==> config.mk <==
export PLATFORM = sky130hd
export DESIGN_NAME = l1ca_signal_gen
export DESIGN_NICKNAME = d
export VERILOG_FILES = /design/src/rtl/l1ca_signal_gen.sv
export SDC_FILE = /design/constraint.sdc
export NUM_CORES = 1
export LEC_CHECK = 0
export BUFFER_PORTS_ARGS = -buffer_cell sky130_fd_sc_hd__buf_2
export CAP_MARGIN = 10
export CORE_UTILIZATION = 33
export CTS_CLUSTER_DIAMETER = 30
export DETAILED_ROUTE_END_ITERATION = 8
export MAX_ROUTING_LAYER = met4
export PLACE_DENSITY = 0.49
export SETUP_SLACK_MARGIN = 0.4
export SLEW_MARGIN = 20
export SYNTH_ARGS = -nofsm -noshare
export SYNTH_HDL_FRONTEND = slang
export SYNTH_SLANG_ARGS = --single-unit
export TNS_END_PERCENT = 5
==> constraint.sdc <==
create_clock -name clk -period 4.8 [get_ports clk]
set_clock_uncertainty 0.1 [all_clocks]
set_input_delay 0.96 -clock clk [delete_from_list [all_inputs] [get_ports clk]]
set_output_delay 0.96 -clock clk [all_outputs]
set_load 0.005 [all_outputs]
==> src/rtl/l1ca_signal_gen.sv <==
// Synthetic GPS L1 C/A transmitter: PRN code x 50 bps nav data x carrier sign,
// emitted as a registered 1-bit IF sample stream for acquisition self-test.
module l1ca_signal_gen #(
   parameter int ACC_W          = 32,
   parameter int EPOCHS_PER_BIT = 20
) (
   input  logic             clk,
   input  logic             nrst,
   input  logic             start,
   input  logic             stop,
   input  logic [4:0]       sv,
   input  logic [9:0]       code_phase_init,
   input  logic [ACC_W-1:0] code_inc,
   input  logic [ACC_W-1:0] carr_inc,
   input  logic             nav_bit_in,
   output logic             signal_out,
   output logic             epoch,
   output logic             nav_strobe,
   output logic             busy
);

   localparam int EW = (EPOCHS_PER_BIT > 1) ? $clog2(EPOCHS_PER_BIT) : 1;

   localparam logic [1:0] IDLE = 2'd0;
   localparam logic [1:0] SLEW = 2'd1;
   localparam logic [1:0] RUN  = 2'd2;

   logic [1:0]       state_q, state_d;
   logic [4:0]       sv_q, sv_d;
   logic [ACC_W-1:0] code_inc_q, code_inc_d;
   logic [ACC_W-1:0] carr_inc_q, carr_inc_d;
   logic [ACC_W-1:0] code_acc_q, code_acc_d;
   logic [ACC_W-1:0] carr_acc_q, carr_acc_d;
   logic [10:1]      g1_q, g1_d;
   logic [10:1]      g2_q, g2_d;
   logic [9:0]       chip_cnt_q, chip_cnt_d;
   logic [9:0]       slew_cnt_q, slew_cnt_d;
   logic [EW-1:0]    epoch_cnt_q, epoch_cnt_d;
   logic             nav_bit_q, nav_bit_d;
   logic             signal_q, signal_d;
   logic             epoch_q, epoch_d;
   logic             strobe_q, strobe_d;

   logic [10:1]      g1_adv, g2_adv;
   logic [10:0]      g2_ext;
   logic [3:0]       tap_a, tap_b;
   logic             chip;
   logic [ACC_W:0]   code_sum;
   logic [9:0]       phase_eff;

   // G2 phase-select tap pairs (1-based stage numbers) for PRN 1..32.
   always_comb begin
      tap_a = 4'd2;
      tap_b = 4'd6;
      case (sv_q)
         5'd0:  begin tap_a = 4'd2; tap_b = 4'd6;  end
         5'd1:  begin tap_a = 4'd3; tap_b = 4'd7;  end
         5'd2:  begin tap_a = 4'd4; tap_b = 4'd8;  end
         5'd3:  begin tap_a = 4'd5; tap_b = 4'd9;  end
         5'd4:  begin tap_a = 4'd1; tap_b = 4'd9;  end
         5'd5:  begin tap_a = 4'd2; tap_b = 4'd10; end
         5'd6:  begin tap_a = 4'd1; tap_b = 4'd8;  end
         5'd7:  begin tap_a = 4'd2; tap_b = 4'd9;  end
         5'd8:  begin tap_a = 4'd3; tap_b = 4'd10; end
         5'd9:  begin tap_a = 4'd2; tap_b = 4'd3;  end
         5'd10: begin tap_a = 4'd3; tap_b = 4'd4;  end
         5'd11: begin tap_a = 4'd5; tap_b = 4'd6;  end
         5'd12: begin tap_a = 4'd6; tap_b = 4'd7;  end
         5'd13: begin tap_a = 4'd7; tap_b = 4'd8;  end
         5'd14: begin tap_a = 4'd8; tap_b = 4'd9;  end
         5'd15: begin tap_a = 4'd9; tap_b = 4'd10; end
         5'd16: begin tap_a = 4'd1; tap_b = 4'd4;  end
         5'd17: begin tap_a = 4'd2; tap_b = 4'd5;  end
         5'd18: begin tap_a = 4'd3; tap_b = 4'd6;  end
         5'd19: begin tap_a = 4'd4; tap_b = 4'd7;  end
         5'd20: begin tap_a = 4'd5; tap_b = 4'd8;  end
         5'd21: begin tap_a = 4'd6; tap_b = 4'd9;  end
         5'd22: begin tap_a = 4'd1; tap_b = 4'd3;  end
         5'd23: begin tap_a = 4'd4; tap_b = 4'd6;  end
         5'd24: begin tap_a = 4'd5; tap_b = 4'd7;  end
         5'd25: begin tap_a = 4'd6; tap_b = 4'd8;  end
         5'd26: begin tap_a = 4'd7; tap_b = 4'd9;  end
         5'd27: begin tap_a = 4'd8; tap_b = 4'd10; end
         5'd28: begin tap_a = 4'd1; tap_b = 4'd6;  end
         5'd29: begin tap_a = 4'd2; tap_b = 4'd7;  end
         5'd30: begin tap_a = 4'd3; tap_b = 4'd8;  end
         default: begin tap_a = 4'd4; tap_b = 4'd9; end
      endcase
   end

   assign g1_adv    = {g1_q[9:1], g1_q[3] ^ g1_q[10]};
   assign g2_adv    = {g2_q[9:1], g2_q[2] ^ g2_q[3] ^ g2_q[6] ^ g2_q[8] ^ g2_q[9] ^ g2_q[10]};
   assign g2_ext    = {g2_q, 1'b0};
   assign chip      = g1_q[10] ^ g2_ext[tap_a] ^ g2_ext[tap_b];
   assign code_sum  = {1'b0, code_acc_q} + {1'b0, code_inc_q};
   assign phase_eff = (code_phase_init == 10'd1023) ? 10'd0 : code_phase_init;

   always_comb begin
      state_d     = state_q;
      sv_d        = sv_q;
      code_inc_d  = code_inc_q;
      carr_inc_d  = carr_inc_q;
      code_acc_d  = code_acc_q;
      carr_acc_d  = carr_acc_q;
      g1_d        = g1_q;
      g2_d        = g2_q;
      chip_cnt_d  = chip_cnt_q;
      slew_cnt_d  = slew_cnt_q;
      epoch_cnt_d = epoch_cnt_q;
      nav_bit_d   = nav_bit_q;
      signal_d    = 1'b0;
      epoch_d     = 1'b0;
      strobe_d    = 1'b0;
      case (state_q)
         IDLE: begin
            if (start) begin
               sv_d        = sv;
               code_inc_d  = code_inc;
               carr_inc_d  = carr_inc;
               nav_bit_d   = nav_bit_in;
               g1_d        = '1;
               g2_d        = '1;
               chip_cnt_d  = '0;
               code_acc_d  = '0;
               carr_acc_d  = '0;
               epoch_cnt_d = '0;
               slew_cnt_d  = phase_eff;
               state_d     = (phase_eff == 10'd0) ? RUN : SLEW;
            end
         end
         SLEW: begin
            if (stop) begin
               state_d = IDLE;
            end else begin
               g1_d       = g1_adv;
               g2_d       = g2_adv;
               chip_cnt_d = chip_cnt_q + 10'd1;
               slew_cnt_d = slew_cnt_q - 10'd1;
               if (slew_cnt_q == 10'd1) state_d = RUN;
            end
         end
         RUN: begin
            if (stop) begin
               state_d = IDLE;
            end else begin
               code_acc_d = code_sum[ACC_W-1:0];
               carr_acc_d = carr_acc_q + carr_inc_q;
               signal_d   = chip ^ nav_bit_q ^ carr_acc_q[ACC_W-1];
               if (code_sum[ACC_W]) begin
                  // Chip 1022 is the last of the epoch; the LFSRs restart from all ones.
                  if (chip_cnt_q == 10'd1022) begin
                     chip_cnt_d = '0;
                     g1_d       = '1;
                     g2_d       = '1;
                     epoch_d    = 1'b1;
                     if (epoch_cnt_q == EW'(EPOCHS_PER_BIT - 1)) begin
                        epoch_cnt_d = '0;
                        nav_bit_d   = nav_bit_in;
                        strobe_d    = 1'b1;
                     end else begin
                        epoch_cnt_d = epoch_cnt_q + 1'b1;
                     end
                  end else begin
                     chip_cnt_d = chip_cnt_q + 10'd1;
                     g1_d       = g1_adv;
                     g2_d       = g2_adv;
                  end
               end
            end
         end
         default: state_d = IDLE;
      endcase
   end

   always_ff @(posedge clk or negedge nrst) begin
      if (!nrst) begin
         state_q     <= IDLE;
         sv_q        <= '0;
         code_inc_q  <= '0;
         carr_inc_q  <= '0;
         code_acc_q  <= '0;
         carr_acc_q  <= '0;
         g1_q        <= '1;
         g2_q        <= '1;
         chip_cnt_q  <= '0;
         slew_cnt_q  <= '0;
         epoch_cnt_q <= '0;
         nav_bit_q   <= 1'b0;
         signal_q    <= 1'b0;
         epoch_q     <= 1'b0;
         strobe_q    <= 1'b0;
      end else begin
         state_q     <= state_d;
         sv_q        <= sv_d;
         code_inc_q  <= code_inc_d;
         carr_inc_q  <= carr_inc_d;
         code_acc_q  <= code_acc_d;
         carr_acc_q  <= carr_acc_d;
         g1_q        <= g1_d;
         g2_q        <= g2_d;
         chip_cnt_q  <= chip_cnt_d;
         slew_cnt_q  <= slew_cnt_d;
         epoch_cnt_q <= epoch_cnt_d;
         nav_bit_q   <= nav_bit_d;
         signal_q    <= signal_d;
         epoch_q     <= epoch_d;
         strobe_q    <= strobe_d;
      end
   end

   assign signal_out = signal_q;
   assign epoch      = epoch_q;
   assign nav_strobe = strobe_q;
   assign busy       = (state_q != IDLE);

endmodule
==> results.cfg, run 1 <==
[setup_path]
path_class = flop to flop
path_cells = ha_1, fa_1, a21o_1, a221oi_2, o32a_1, a21oi_2, nor3_2, o31ai_4, a211oi_4, or2_1, o21ai_0
cp_top_family = compound AO/OA/AOI/OAI gates
slowest_stage = a211oi_4
crit_path_max_fanout = 17
crit_required_ns = 5.02
max_stage_delay_ns = 0.62
cp-end-kind = flop
startpoint_type = flop
critPathBufInv = 0
critPathArrivalTime_ns = 3.84

[place]
place_congestion = 0.830
dpl.hpwl_mm = 19.7
io_buffer_count = 87

[floorplan]
die-width_um = 189
core_mm2 = 0.0345
rows = 68
floorplan.die_area_mm2 = 0.0359
pin_count = 88
die_h_um = 189
start_util = 0.335

[detailed_routing]
vias_per_cell = 5.20
antenna_left = 0
routed_wl_mm = 27.8
avgRoutedWirePerCell_um = 15.8
vias = 9176
drt_pass1_iterations = 5
drc = 0
drt_first_iter_violations = 555

[synth]
synthesis.area_mm2 = 0.0116
synth.avg_cell_area_um2 = 9.39
async_reset_ff_frac = 1.00
synth-main-ff-cell = dfrtp_1
ys_seq_area_frac = 0.400
yosysUniqueCellTypes = 75
ys_top_cells_by_area = dfrtp_1 (35%), ha_1 (8.4%), mux2_2 (7.2%), o21ai_0 (5.2%), nand2_1 (5.1%)
synth-seq-cells = 184
synth_top_area_frac = 0.354
ys_warn_count = 0
synth-edff-count = 0
synth_nets = 1398
synthCells = 1234
yosysTopAreaCell = dfrtp_1
yosysMostFrequentCell = dfrtp_1
synthTopCellsByCount = dfrtp_1 (164), nand2_1 (157), o21ai_0 (120)

[sta]
fin_crit_sh = 0.754
finalHoldViolations = 0
clock.fmax_mhz = 276
setup_viol = 0
tightest_slew_ns = 0.989
rsz0062_at_grt = false
max_slew_margin = 0.323
setup_tns_ns = 0
drv_slew = 0
fin_crit_ns = 3.62

[clock_tree]
ctsHoldBuffers = 0
cts_setup_buffers = 0
cts_made_buffers = 17
worst_skew_pair.late_latency_ns = 0.45
cts_resized = 0
clock_sinks = 184
clk_path_buf_depth = 2
root_buffer = clkbuf_16
clkTransAtPathRegs_ns = 0.07
cts_tree = done
htree_levels = 4

[pwr]
p_clk_frac = 0.139
p_switching_mw = 4.36
vdd_drop_max_mv = 0.283
total_power_mw = 9.82
p_per_area_mw_per_mm2 = 751
p_int_mw = 5.46
p_leak_nw = 5.97
swShare = 0.444
pwr-share-comb = 0.564
pwr-share-seq = 0.297

[run_status]
status = finished, final reports clean

[global_route]
grt_pass1_vias = 9132
grt_max_degree = 79
grt-ovfl-total = 0
grt_pass1_wl_mm = 46.9
antenna_found_initial = 1
grt_use_total = 0.167

[job]
drv_cap = 0

[layout]
fin_util = 0.378
area_delta_synth_final_pct = 12.8
final_nets = 1461
drive_gt1_frac = 0.180

[min_path]
hp-class = flop to flop
-- registers in the layout, indices dropped and copies added (netlist names) --
signal	count
carr_acc_q	32
carr_inc_q	32
nav_strobe	1
code_inc_q	32
chip_cnt_q	10
g2_q	10
signal_out	1
epoch_cnt_q	5
g1_q	10
sv_q	5
slew_cnt_q	10
code_acc_q	32
epoch	1
state_q	2
nav_bit_q	1
-- worst min-delay path: cells and delay by family (launching register included) --
family / cells / cell delay (ns)
AND/OR/NAND/NOR: 2 / 0.10
flip-flops: 1 / 0.34
-- final cells by class --
type                       count  area, um2
multi-input combinational    965       6640
timing repair buffer          97        544
sequential                   184       4630
tap                          455        569
clock inverter                 8       63.8
fill                        3562      21500
antenna                        1       2.50
inverter                      32        120
clock buffer                  24        492
-- worst paths after layout --
kind,from,end,slack (ns),cells past startpoint
setup / recovery,code_inc_q[0]$_DFFE_PN0P_,chip_cnt_q[3]$_DFFE_PN0P_,1.18,11
hold / removal,carr_acc_q[0]$_DFFE_PN0P_,carr_acc_q[0]$_DFFE_PN0P_,0.37,2
setup reg to reg,code_inc_q[0]$_DFFE_PN0P_,chip_cnt_q[3]$_DFFE_PN0P_,1.18,11
hold reg to reg,carr_acc_q[0]$_DFFE_PN0P_,carr_acc_q[0]$_DFFE_PN0P_,0.37,2
max in group asynchronous,nrst,slew_cnt_q[0]$_DFFE_PN0P_,3.20,2
min in group asynchronous,nrst,carr_acc_q[16]$_DFFE_PN0P_,0.43,1
-- through the flow --
stage	hold slack, ns	setup WS, ns	cell area [um2]	std cells
floorplan	0.343	1.74	11600	1234
global placement	0.355	1.21	12500	1733
detailed placement	0.362	1.14	12500	1733
CTS	0.378	1.16	13100	1765
global route	0.402	0.931	13100	1766
finish	0.372	1.18	13100	1766
-- power groups by stage --
stage,combinational (mW),sequential (mW),clock (mW)
global placement,5.51,2.93,0
finish,5.54,2.91,1.36
CTS,5.59,2.93,1.42
detailed placement,5.55,2.95,0
floorplan,4.53,2.68,0
global route,6.25,3.03,1.47
-- routing by layer --
layer / wire, um / track usage / share of wire / up-vias
met5: 0 / - / 0 / -
met3: 712 / 0.0297 / 0.026 / 19
met4: 276 / 0.0406 / 0.0099 / 0
li1: - / - / - / 4619
met1: 13600 / 0.212 / 0.49 / 4439
met2: 13200 / 0.275 / 0.48 / 99
-- cells by family after synthesis --
group | Yosys count | synth area share
AO/OA/AOI/OAI | 385 | 0.210
AND/OR/NAND/NOR | 347 | 0.139
flip-flops | 184 | 0.400
multiplexers | 89 | 0.0870
buffers and inverters | 85 | 0.0284
adder cells (fa/ha/maj) | 81 | 0.0886
XOR/XNOR | 63 | 0.0476
-- cells in the final DEF (no fill, tap or decap), drive strengths merged, types with 6 or more instances in the layout --
master / count
a211o: 6
a211oi: 15
a21boi: 6
a21o: 44
a21oi: 103
a31oi: 10
and3: 10
buf: 96
clkbuf: 25
dfrtp: 164
dfstp: 20
ha: 78
inv: 33
mux2: 74
mux2i: 13
nand2: 157
nand2b: 11
nand3: 29
nand4: 11
nor2: 57
nor2b: 11
nor3: 23
nor4: 6
o211ai: 7
o21a: 8
o21ai: 121
o31ai: 15
or4: 6
xnor2: 36
xor2: 27
Note: power is estimated with default switching activity, not from simulation.
==> inputs of run 2 (changes only) <==
--- a/config.mk
+++ b/config.mk
@@ -5,6 +5,7 @@
 export SDC_FILE = /design/constraint.sdc
 export NUM_CORES = 1
 export LEC_CHECK = 0
+export ABC_AREA = 1
 export BUFFER_PORTS_ARGS = -buffer_cell sky130_fd_sc_hd__buf_2
 export CAP_MARGIN = 10
 export CORE_UTILIZATION = 33
==> constraint.sdc (replaced) <==
create_clock -name clk -period 3.5 [get_ports clk]
set_clock_uncertainty 0.1 [all_clocks]
set_input_delay 0.7 -clock clk [delete_from_list [all_inputs] [get_ports clk]]
set_output_delay 0.7 -clock clk [all_outputs]
set_load 0.005 [all_outputs]
==> run 2 against run 1 <==
Compared with the run above:
- non-clock buffer count increased by 3
- synthesized cell count is 25% higher
- cell count increased by 19%
- global-route usage rose by 1.0 points
- flip-flop and latch count did not move
- wire length grew 12%
- highest routed layer unchanged
- power rose by 32%
- register-to-register slack got worse by 0.50 ns
- combinational power grew 30%
- clock power rose by 40%
- critical path depth grew 2
==> results.cfg, run 2 <==
[setup_path]
critPathArrivalTime_ns = 3.09
cp-end-kind = flop
startpoint_type = flop
slowest_stage = fa_1
max_stage_delay_ns = 0.39
crit_path_max_fanout = 31
path_cells = ha_1, fa_1, nand2_1, o21ai_2, a21oi_4, o21bai_4, a21o_2, nand2_4, nand3_4, nand2_4, buf_4, nand2_1, o21ai_1
path_class = flop to flop
crit_required_ns = 3.77

[layout]
drive_gt1_frac = 0.174
area_delta_synth_final_pct = 12.0
final_nets = 1784
mostFrequentLayoutCells = nand2_1 (374), dfrtp_1 (164), a21oi_1 (133)
fin_cells = 2101
diodes = 0
final_common_cell = nand2_1

[clock_tree]
cts_resized = 0
clk_path_buf_depth = 2
clock_sinks = 184
cts_tree = done
ctsHoldBuffers = 0
clkTransAtPathRegs_ns = 0.07
htree_levels = 4
cts_made_buffers = 17
worst_skew_pair.late_latency_ns = 0.45
root_buffer = clkbuf_16
cts_setup_buffers = 0

[sta]
setup_viol = 0
fin_crit_sh = 0.805
rsz0062_at_grt = false
hold_ws_ns = 0.148
fin_crit_ns = 2.82
clock.fmax_mhz = 355
max_slew_margin = 0.318
tightest_slew_ns = 1.02
finalHoldViolations = 0
drv_slew = 0
layout_setup_ws_ns = 0.683
setup_tns_ns = 0

[synth]
yosysUniqueCellTypes = 57
synth.avg_cell_area_um2 = 7.95
yosysMostFrequentCell = nand2_1
ys_seq_area_frac = 0.377
synth-edff-count = 0
ys_warn_count = 0
synth_nets = 1709
synthesis.area_mm2 = 0.0123
synth-seq-cells = 184
synthCells = 1545
synth-main-ff-cell = dfrtp_1
async_reset_ff_frac = 1.00
synth_top_area_frac = 0.334
yosysTopAreaCell = dfrtp_1
synthTopCellsByCount = nand2_1 (375), dfrtp_1 (164), a21oi_1 (133)
ys_top_cells_by_area = dfrtp_1 (33%), nand2_1 (11%), ha_1 (7.9%), mux2_2 (5.9%), a21oi_1 (5.4%)

[place]
pre_cts_slack_ns = 0.682
dpl.hpwl_mm = 22.9
io_buffer_count = 87
place_congestion = 0.843
dp.cells = 2069

[global_route]
grt-ovfl-total = 0
busiest_layer = met2
grt_pass1_vias = 10262
grt_max_degree = 75
grt_pass1_wl_mm = 52.8
gr-usage-met3 = 0.0260
grtUsageMet2 = 0.279
use_met1 = 0.238
antenna_found_initial = 0
grt_use_total = 0.177

[floorplan]
die_h_um = 195
floorplan.die_area_mm2 = 0.0380
core_mm2 = 0.0366
rows = 70
start_util = 0.336
pin_count = 88
die-width_um = 195

[pwr]
p_leak_nw = 6.69
pwr-share-seq = 0.296
total_power_mw = 12.9
p_int_mw = 6.76
p_clk_frac = 0.148
swShare = 0.477
p_per_area_mw_per_mm2 = 939
p_switching_mw = 6.16
vdd_drop_max_mv = 0.384
pwr-share-comb = 0.556

[detailed_routing]
routed_wl_mm = 31.1
vias = 10379
drt_first_iter_violations = 579
drt_pass1_iterations = 5
drc = 0
vias_per_cell = 4.94
avgRoutedWirePerCell_um = 14.8
antenna_left = 0

[run_status]
status = finished, final reports clean

[job]
drv_cap = 0

[min_path]
hp-class = input port to async pin
run 2: changes by cell type in the layout (fill, tap and decap cells not counted), sizes merged, moves of 10 or more:
cell	change
a21o	-32
xnor2	-30
a21oi	+33
nand3	+69
nand2b	-11
nor2	+61
nand2	+228
mux2	-10
inv	+89
o21ai	+48
and3	-10
mux2i	-13
nor2b	-11
a211oi	-15
run 2: power groups by stage:
stage	combinational (mW)	sequential, mW	clock (mW)
after floorplan	5.83	3.56	0
after global placement	7.16	3.86	0
after detailed placement	7.21	3.87	0
after CTS	7.25	3.84	1.99
after global routing	8.24	3.97	2.07
final	7.18	3.82	1.91
run 2: path summary, 6_finish.rpt:
path,start,slack (ns),end,cells after the start
worst max-delay path,code_inc_q[0]$_DFFE_PN0P_,0.68,g2_q[4]$_DFFE_PN1P_,13
worst max register to register,code_inc_q[0]$_DFFE_PN0P_,0.68,g2_q[4]$_DFFE_PN1P_,13
worst min-delay path,nrst,0.15,sv_q[3]$_DFFE_PN0P_,1
max in group asynchronous,nrst,2.27,carr_inc_q[28]$_DFFE_PN0P_,2
min in group clk,g1_q[2]$_DFFE_PN1P_,0.38,g1_q[2]$_DFFE_PN1P_,2
worst min register to register,g1_q[2]$_DFFE_PN1P_,0.38,g1_q[2]$_DFFE_PN1P_,2
run 2: area by class of cell:
type | count | area, um2
Timing Repair Buffer | 100 | 579
Clock inverter | 11 | 96.3
Multi-Input combinational cell | 1194 | 6930
Fill cell | 3847 | 22900
Tap cell | 468 | 586
Sequential cell | 184 | 4630
Clock buffer | 21 | 470
Inverter | 123 | 464
run 2: critical path, delay by kind of cell, from the launching register on:
kind,cells,cell delay (ns)
simple gates,5,0.67
compound gates,5,0.70
buf+inv,1,0.25
flops,1,0.38
fa+ha+maj,2,0.61
run 2: per-stage QoR:
stage	cell area, um2	utilization
final	13800	0.376
after global routing	13800	0.376
after CTS	13800	0.376
after detailed placement	13200	0.360
after global placement	13200	0.360
after floorplan	12300	-
run 2: metal layers:
layer  vias to the layer above  wire, um
met2                       140     14200
met5                         -         0
met1                      4799     15600
met3                        26       805
li1                       5414         -
met4                         0       414
run 2: cells by family after synthesis:
family          share of synthesized area
mux                                0.0587
simple gates                        0.226
buf+inv                            0.0595
flops                               0.377
fa+ha+maj                          0.0827
compound gates                      0.177
xor+xnor                           0.0193
==> inputs of run 3 (changes only) <==
--- a/config.mk
+++ b/config.mk
@@ -12,7 +12,7 @@
 export CTS_CLUSTER_DIAMETER = 30
 export DETAILED_ROUTE_END_ITERATION = 8
 export MAX_ROUTING_LAYER = met4
-export PLACE_DENSITY = 0.49
+export PLACE_DENSITY = 0.51
 export SETUP_SLACK_MARGIN = 0.4
 export SLEW_MARGIN = 20
 export SYNTH_ARGS = -nofsm -noshare
==> constraint.sdc (replaced) <==
create_clock -name clk -period 2.3 [get_ports clk]
set_clock_uncertainty 0.1 [all_clocks]
set_input_delay 0.46 -clock clk [delete_from_list [all_inputs] [get_ports clk]]
set_output_delay 0.46 -clock clk [all_outputs]
set_load 0.005 [all_outputs]
==> run 3 against run 2 <==
Compared with the run above:
- the run now ends with negative setup slack left
- critical path depth is the same
- first-iteration DRC count fell by 11%
- utilization is 5.6 points higher
- wire length up 7.5%
- hold slack got worse by 0.017 ns
- combinational power up 100%
- flip-flop and latch count is the same
- cell count rose by 4.1%
- sequential power up 58%
- die area did not move
- global-route usage is 0.62 points higher
==> results.cfg, run 3 (synthesized netlist as in run 2, its figures left out) <==
[run_status]
status = complete, but fails checks
violations = negative setup slack

[place]
dp.cells = 2150
dpl.hpwl_mm = 24.1
postPlaceCellArea_mm2 = 0.0139
io_buffer_count = 87
pre_cts_slack_ns = -0.0726
place_congestion = 0.889

[sta]
fin_crit_sh = 1.01
fin_crit_ns = 2.33
drv_slew = 0
rsz0062_at_grt = true
max_slew_margin = 0.464
finalHoldViolations = 0
layout_setup_ws_ns = -0.0265
clock.fmax_mhz = 430
tightest_slew_ns = 0.804
setup_viol = 26

[clock_tree]
cts_made_buffers = 17
clk_path_buf_depth = 2
clkTransAtPathRegs_ns = 0.08
cts_tree = done
clock_sinks = 184
worst_skew_pair.late_latency_ns = 0.46
root_buffer = clkbuf_16
htree_levels = 4

[detailed_routing]
routed_wl_mm = 33.4
drt_first_iter_violations = 516
antenna_left = 0
drc = 0
vias_per_cell = 5.02
avgRoutedWirePerCell_um = 15.3
vias = 10983
drt_pass1_iterations = 7

[pwr]
p_per_area_mw_per_mm2 = 1500
total_power_mw = 23.7
vdd_drop_max_mv = 0.568
p_leak_nw = 7.28

[global_route]
grt_pass1_vias = 10809
antenna_found_initial = 0
grt-ovfl-total = 0
grt_use_total = 0.184
grt_max_degree = 47
grt_pass1_wl_mm = 54.9

[layout]
multi_input_area_mm2 = 0.00814
drive_gt1_frac = 0.334
diodes = 0
fin_util = 0.432
mostFrequentLayoutCells = nand2_1 (341), dfrtp_1 (159), inv_1 (101)
final-seq-area_mm2 = 0.00464
fin_cells = 2188
final_area_mm2 = 0.0158
fill_cells = 3671
final_nets = 1871
area_delta_synth_final_pct = 28.7
final_common_cell = nand2_1

[setup_path]
path_class = flop to flop
cp-end-kind = flop
max_stage_delay_ns = 0.38
critPathBufInv = 1
startpoint_type = flop
crit_path_max_fanout = 15
critPathArrivalTime_ns = 2.61
path_cells = ha_2, fa_2, nand2_2, o21ai_2, a21oi_4, o21bai_4, a21o_4, nand2_4, nand3_4, nand2_8, buf_12, nand2_1, o21ai_1
cp_top_family = compound AO/OA/AOI/OAI gates
slowest_stage = dfrtp_1
crit_required_ns = 2.58

[job]
drv_cap = 0

[floorplan]
die_h_um = 195
die-width_um = 195
start_util = 0.336
core_mm2 = 0.0366
pin_count = 88
rows = 70
floorplan.die_area_mm2 = 0.0380

[min_path]
hp-class = input port to flop
-- run 3: what timing repair did --
item	4_1_cts	5_1_grt
hold buffers	1	0
pin swaps	48	61
gates resized for setup	177	131
hold endpoints to repair	40	0
cloned	0	2
endpoints found under the setup margin	124	133
buffers inserted	2	1
-- run 3: layer usage --
metal / routed length (um) / global-route usage / vias up
li1: - / - / 5593
met1: 16100 / 0.243 / 5205
met2: 16100 / 0.296 / 166
met3: 863 / 0.0227 / 19
met4: 312 / 0.0472 / 0
met5: 0 / - / -
-- run 3: final timing paths --
check	cells after the start	slack [ns]	start	endpoint
max	13	-0.03	code_inc_q[0]$_DFFE_PN0P_	g2_q[6]$_DFFE_PN1P_
min	2	0.13	code_inc[6]	code_inc_q[6]$_DFFE_PN0P_
max reg2reg	13	-0.03	code_inc_q[0]$_DFFE_PN0P_	g2_q[6]$_DFFE_PN1P_
min reg2reg	2	0.37	g1_q[2]$_DFFE_PN1P_	g1_q[2]$_DFFE_PN1P_
max in group asynchronous	3	0.93	nrst	g2_q[10]$_DFFE_PN1P_
min in group asynchronous	2	0.42	nrst	carr_acc_q[8]$_DFFE_PN0P_
-- run 3: where the power goes --
part / switching, mW / total (mW) / internal [mW]
Sequential: 1.31 / 6.03 / 4.73
Clock: 1.44 / 3.07 / 1.63
Combinational: 8.41 / 14.6 / 6.21
Total: 11.2 / 23.7 / 12.6
-- run 3: stage by stage --
stage	hold WS, ns	TNS (ns)
5_1_grt	0.112	-4.93
3_3_place_gp	0.351	-0.180
6_report	0.131	-0.308
2_1_floorplan	0.0644	0
4_1_cts	0.111	-1.35
3_5_place_dp	0.353	-0.766
-- run 3: cell type report --
class | instances | area share
clock buffers | 17 | 0.0269
clock inverters | 15 | 0.0104
inverters | 123 | 0.0300
multi-input cells | 1194 | 0.515
flip-flops and latches | 184 | 0.293
well taps | 468 | 0.0370
repair buffers | 187 | 0.0879
-- run 3: worst register-to-register path, stage by stage, from the launching register on --
cell,delay (ns)
dfrtp_1,0.38
ha_2,0.19
fa_2,0.34
nand2_2,0.09
o21ai_2,0.07
a21oi_4,0.17
o21bai_4,0.07
a21o_4,0.21
nand2_4,0.06
nand3_4,0.11
nand2_8,0.14
buf_12,0.15
nand2_1,0.05
o21ai_1,0.08
